<file path="src/rtl/output_pack_pkg.sv">
// Shared definitions for the HCORDIC output packing stage: idle codes, FSM states, field widths.
package output_pack_pkg;

    localparam int EXP_W = 10;
    localparam logic [22:0] QNAN_MANT = 23'h400000;

    typedef enum logic [1:0] {
        NO_IDLE     = 2'b00,
        ALLIGN_IDLE = 2'b01,
        PUT_IDLE    = 2'b10
    } idle_e;

    typedef enum logic [1:0] {
        S_IDLE  = 2'b00,
        S_NORM  = 2'b01,
        S_ROUND = 2'b10,
        S_OUT   = 2'b11
    } state_e;

endpackage

</file>
<file path="src/rtl/round_nearest_even.sv">
// Combinational round-to-nearest-even of a normalised mantissa carrying guard/round/sticky in its low bits.
module round_nearest_even
    import output_pack_pkg::*;
#(
    parameter int MANT_W = 27
) (
    input  logic [MANT_W-1:0] i_mant,
    input  logic [EXP_W-1:0]  i_exp,
    output logic [MANT_W-4:0] o_keep,
    output logic [EXP_W-1:0]  o_exp,
    output logic              o_inexact
);

    localparam int KW = MANT_W - 3;

    logic [KW-1:0] w_keep;
    logic          w_g;
    logic          w_r;
    logic          w_s;
    logic          w_up;
    logic [KW:0]   w_sum;

    assign w_keep = i_mant[MANT_W-1:3];
    assign w_g    = i_mant[2];
    assign w_r    = i_mant[1];
    assign w_s    = i_mant[0];
    assign w_up   = w_g & (w_r | w_s | w_keep[0]);
    assign w_sum  = {1'b0, w_keep} + {{KW{1'b0}}, w_up};

    // A carry out of the kept field renormalises to 1.000... with the exponent bumped.
    assign o_keep    = w_sum[KW] ? {1'b1, {(KW-1){1'b0}}} : w_sum[KW-1:0];
    assign o_exp     = i_exp + {{(EXP_W-1){1'b0}}, w_sum[KW]};
    assign o_inexact = w_g | w_r | w_s;

endmodule

</file>
<file path="src/rtl/output_pack.sv">
// HCORDIC final stage: normalises (one shift per clock), RNE-rounds and packs the internal result to IEEE-754 single.
module output_pack
    import output_pack_pkg::*;
#(
    parameter int TAG_W  = 8,
    parameter int MANT_W = 27
) (
    input  logic              clock,
    input  logic              reset,
    input  logic [1:0]        idle_Pack,
    input  logic [MANT_W+8:0] zin_Pack,
    input  logic [31:0]       sin_Pack,
    input  logic [TAG_W-1:0]  InsTag_Pack,
    input  logic              in_valid,
    output logic              in_ready,
    output logic [31:0]       zout_Pack,
    output logic [TAG_W-1:0]  InsTagout_Pack,
    output logic [2:0]        flags_Pack,
    output logic              out_valid,
    input  logic              out_ready
);

    state_e r_state;
    state_e w_state_nxt;

    logic              r_sign;
    logic [MANT_W-1:0] r_mant;
    logic [EXP_W-1:0]  r_exp;
    logic [TAG_W-1:0]  r_tag;
    logic [31:0]       r_zout;
    logic [TAG_W-1:0]  r_tagout;
    logic [2:0]        r_flags;

    logic              w_sign_in;
    logic [7:0]        w_exp_in;
    logic [MANT_W-1:0] w_mant_in;
    logic              w_accept;
    logic              w_put;
    logic              w_nan_inf;
    logic              w_zero;
    logic              w_special;
    logic [31:0]       w_special_z;
    logic [2:0]        w_special_flags;
    logic              w_shift;

    logic [MANT_W-4:0] w_keep;
    logic [EXP_W-1:0]  w_rne_exp;
    logic              w_inexact;
    logic              w_ovf;
    logic [7:0]        w_expfield;
    logic [31:0]       w_round_z;

    assign w_sign_in = zin_Pack[MANT_W+8];
    assign w_exp_in  = zin_Pack[MANT_W+7:MANT_W];
    assign w_mant_in = zin_Pack[MANT_W-1:0];

    assign w_accept  = in_valid && (r_state == S_IDLE);
    assign w_put     = (idle_Pack == PUT_IDLE);
    assign w_nan_inf = (idle_Pack == ALLIGN_IDLE) && (w_exp_in == 8'hFF);
    assign w_zero    = !w_put && !w_nan_inf && (w_mant_in == '0);
    assign w_special = w_put || w_nan_inf || w_zero;

    always_comb begin
        w_special_z = {w_sign_in, 31'd0};
        if (w_put)
            w_special_z = sin_Pack;
        else if (w_nan_inf)
            w_special_z = {w_sign_in, 8'hFF, (w_mant_in != '0) ? QNAN_MANT : 23'd0};
    end

    assign w_special_flags = {w_nan_inf && (w_mant_in != '0), 2'b00};
    assign w_shift         = !r_mant[MANT_W-1] && (r_exp > 10'd1);

    round_nearest_even #(.MANT_W(MANT_W)) u_rne (
        .i_mant    (r_mant),
        .i_exp     (r_exp),
        .o_keep    (w_keep),
        .o_exp     (w_rne_exp),
        .o_inexact (w_inexact)
    );

    // A result without the hidden bit is denormal and gets a zero exponent field.
    assign w_ovf      = (w_rne_exp >= 10'd255);
    assign w_expfield = w_keep[MANT_W-4] ? w_rne_exp[7:0] : 8'd0;
    assign w_round_z  = w_ovf ? {r_sign, 8'hFF, 23'd0} : {r_sign, w_expfield, w_keep[MANT_W-5:0]};

    always_ff @(posedge clock or negedge reset) begin
        if (!reset)
            r_state <= S_IDLE;
        else
            r_state <= w_state_nxt;
    end

    always_comb begin
        w_state_nxt = r_state;
        case (r_state)
            S_IDLE:  if (w_accept) w_state_nxt = w_special ? S_OUT : S_NORM;
            S_NORM:  if (!w_shift) w_state_nxt = S_ROUND;
            S_ROUND: w_state_nxt = S_OUT;
            S_OUT:   if (out_ready) w_state_nxt = S_IDLE;
            default: w_state_nxt = S_IDLE;
        endcase
    end

    always_comb begin
        in_ready  = (r_state == S_IDLE);
        out_valid = (r_state == S_OUT);
    end

    always_ff @(posedge clock or negedge reset) begin
        if (!reset) begin
            r_sign   <= 1'b0;
            r_mant   <= '0;
            r_exp    <= '0;
            r_tag    <= '0;
            r_zout   <= '0;
            r_tagout <= '0;
            r_flags  <= '0;
        end else begin
            if (w_accept) begin
                r_sign <= w_sign_in;
                r_mant <= w_mant_in;
                r_exp  <= (w_exp_in == 8'd0) ? 10'd1 : {2'b00, w_exp_in};
                r_tag  <= InsTag_Pack;
                if (w_special) begin
                    r_zout   <= w_special_z;
                    r_flags  <= w_special_flags;
                    r_tagout <= InsTag_Pack;
                end
            end
            if ((r_state == S_NORM) && w_shift) begin
                r_mant <= {r_mant[MANT_W-2:0], 1'b0};
                r_exp  <= r_exp - 10'd1;
            end
            if (r_state == S_ROUND) begin
                r_zout   <= w_round_z;
                r_flags  <= {1'b0, w_ovf, w_ovf | w_inexact};
                r_tagout <= r_tag;
            end
        end
    end

    assign zout_Pack      = r_zout;
    assign InsTagout_Pack = r_tagout;
    assign flags_Pack     = r_flags;

endmodule

</file>
<file path="config.mk">
export PLATFORM = sky130hd
export DESIGN_NAME = output_pack
export DESIGN_NICKNAME = d
export VERILOG_FILES = /design/src/rtl/output_pack_pkg.sv /design/src/rtl/round_nearest_even.sv /design/src/rtl/output_pack.sv
export SDC_FILE = /design/constraint.sdc
export NUM_CORES = 1
export LEC_CHECK = 0
export ABC_AREA = 0
export BUFFER_PORTS_ARGS = -buffer_cell sky130_fd_sc_hd__clkbuf_2
export CAP_MARGIN = 20
export CORE_MARGIN = 3
export CORE_UTILIZATION = 54
export CTS_CLUSTER_SIZE = 20
export DETAILED_ROUTE_END_ITERATION = 8
export GPL_TIMING_DRIVEN = 0
export HOLD_SLACK_MARGIN = 0.1
export PLACE_DENSITY = 0.87
export RECOVER_POWER = 25
export SLEW_MARGIN = 0
export SYNTH_ARGS = -nofsm -noshare
export SYNTH_HDL_FRONTEND = slang
export SYNTH_SLANG_ARGS = --single-unit
</file>
<file path="constraint.sdc">
create_clock -name clock -period 4.18 [get_ports clock]
set_input_delay 0.209 -clock clock [delete_from_list [all_inputs] [get_ports clock]]
set_output_delay 0.209 -clock clock [all_outputs]
set_load 0.05 [all_outputs]
</file>
==> out/results.tsv <==
metric	value	unit
grt_pass1_wl	27100	um
grt-ovfl-total	0	
antenna_found_initial	0	
timing.critical_path.arrival	4130	ps
fin_hold_ws	105	ps
drive_gt1_share	22.7	%
grt_pass1_vias	5625	
clk_pin_slew	110	ps
start_util	56.0	%
dpl.cell_count	879	
yosys_warnings	0	
area_growth	24.6	%
die_h	104	um
io_buffer_count	126	
slew_headroom	-21.2	%
design.core.area	9330	sq um
synth_compound_area_share	16.5	%
synth_area_leaders	dfrtp_1, nand2_1, nor2_1	
critPathKind	reg -> reg	
crit_path_end_kind	register	
synth_nets	714	
numCtsBuffers	9	
num_io_pins	127	
power_density	840	nW/um^2
clock_latency	370	ps
synth-edff-count	0	
drtPass1Iterations	5	
clk_path_buf_depth	2	
place_hpwl	11600	um
ys_top_cells_by_count	nand2_1, dfrtp_1, nor2_1	
dieWidth	104	um
yosysTopAreaCell	dfrtp_1	
worst_path_largest_cell_delay	480	ps
postCtsSetupBuffers	0	
nets	880	
drv_cap	1	
n_antenna_cell	0	
ant_nets	0	
power.leakage	0.00306	uW
min_path_type	in -> reg	
synthSimpleGateAreaFrac	24.4	%
rsz0062_at_grt	no	
drc_errors	0	
wl_per_cell	17.9	um
wl	16500	um
hold_viol	0	
worst_pin_slew	1820	ps
crit_family	simple AND/OR/NAND/NOR gates	
core.rowCount	35	
violations	capacitance limit, slew limit	
crit_required	4440	ps
cts_root_buf	clkbuf_8	
ys_ff_latch	91	
path_cells	and2_1, ha_1, nand2_1, or3_1, nor4_2, ha_1, nand3_2, nor2_1, xnor2_1, o41a_1, buf_4, a221oi_1, nor2_1	
drt_iter0_drc	564	
yosysMostFrequentCell	nand2_1	
htreeDepth	3	
finalClockSkew	16.3	ps
fillerInstances	709	
netlist_area	5230	sq um
slew_violations	35	
syn_area_per_cell	8.39	sq um
synthMuxAreaShare	2.99	%
fin_crit_sh	92.4	%
min_period	3860	ps
cts_tree	done	
clock-sinks	91	
synth_cells	623	
grt_max_degree	59	
viasPerCell	6.07	
cp_max_fo	10	
status	finished, violations left	
synth_top_family_by_area	simple AND/OR/NAND/NOR gates	
yosys.area_share.adder	2.16	%
stdcell_count	923	
synth_top_area_share	43.6	%
irDropWorstVdd	0.404	mV
grt_usage	30.4	%
yosysUniqueCellTypes	52	
synth_flop_cell	dfrtp_1	
die_area	10900	sq um
place.gp.congestion	0.903	
synth_xor_area_share	5.03	%
path_buf_inv	1	
ys_seq_area_share	43.6	%
fmax	0.259	GHz
vias	5606	
synthArstFlopShare	100	%
setup_violations	0	
cpMaxStageDelayCell	o41a_1	
fin_setup_tns	0	ps
startpoint_type	register	
cell usage in the layout, fill, tap and decap left out, types with 17 or more instances in the layout:
cell type,Yosys,layout
nand2_1,132,132
nand3_1,19,19
dlygate4sd3_1,0,28
clkbuf_2,0,126
a21oi_1,30,30
clkbuf_1,17,18
xnor2_1,18,18
o21ai_1,27,27
dfrtp_1,91,91
a31oi_1,25,25
buf_2,17,17
nor2_1,81,81
logic make-up (layout without fill, tap and decap cells):
family	after synthesis	count (layout)
DFF	91	91
muxes	15	15
buffers and inverters	59	230
AOI/OAI and AO/OA	130	130
and+or+nand+nor	289	289
adders and majority gates	9	9
xor gates and xnor gates	30	30
state kept, by name, indices dropped and copies added (netlist names):
name / cells
r_sign: 1
zout_Pack: 32
r_state: 2
InsTagout_Pack: 8
flags_Pack: 3
r_tag: 8
r_mant: 27
r_exp: 10
path summary, 6_finish.rpt:
check	start	to	slack, ps	cells past startpoint
hold / removal	zin_Pack[2]	r_mant[2]	100	3
max in group asynchronous	reset	r_state[1]	1080	3
hold reg to reg	r_tag[4]	r_tag[4]	490	2
min in group asynchronous	reset	zout_Pack[10]	860	2
setup reg to reg	r_mant[2]	zout_Pack[10]	320	13
setup / recovery	r_mant[2]	zout_Pack[10]	320	13
stage by stage:
stage / worst slack, ps / total power, uW / cell area [sq um] / utilization [%]
finish: 318 / 5470 / 6510 / 69.8
floorplan: 852 / 3910 / 5230 / -
global placement: 382 / 4580 / 6020 / 64.5
detailed placement: 325 / 4730 / 6050 / 64.8
CTS: 318 / 5390 / 6530 / 70.0
global route: 50.5 / 5800 / 6510 / 69.8
report_power, final:
| part | leakage, uW | total (uW) | internal, uW | switching, uW |
|---|---|---|---|---|
| sequential | 0.00109 | 1710 | 1320 | 383 |
| combinational | 0.00188 | 3130 | 961 | 2170 |
| clock | 0.0000944 | 632 | 285 | 347 |
final cells by class:
| cell class | count | area [sq um] | share of cell area (%) |
|---|---|---|---|
| clock inverter | 7 | 81.3 | 1.25 |
| inverter | 16 | 60.1 | 0.922 |
| buffer | 43 | 216 | 3.32 |
| timing repair buffer | 155 | 915 | 14.0 |
| multi-input combinational | 473 | 2680 | 41.1 |
| clock buffer | 9 | 124 | 1.90 |
| tap | 129 | 161 | 2.48 |
| sequential | 91 | 2280 | 35.0 |
worst reg2reg max path: stages, from the launching register on:
cell,delay (ps)
dfrtp_1,460
and2_1,170
ha_1,270
nand2_1,150
or3_1,460
nor4_2,390
ha_1,330
nand3_2,160
nor2_1,170
xnor2_1,110
o41a_1,480
buf_4,200
a221oi_1,320
nor2_1,100
layer usage:
layer / vias to the layer above / part of all wire [%] / track usage [%]
li1: 2517 / - / -
met1: 2637 / 39 / 37.4
met2: 374 / 46 / 49.5
met3: 78 / 11 / 8.38
met4: 0 / 4.2 / 14.2
met5: - / 0 / 0
timing repair:
action | CTS | global route
endpoints found under the setup margin | 0 | 3
hold endpoints to repair | 60 | 0
gates resized for setup | 0 | 1
hold buffers | 28 | 0
Note: power is estimated with default switching activity, not from simulation.
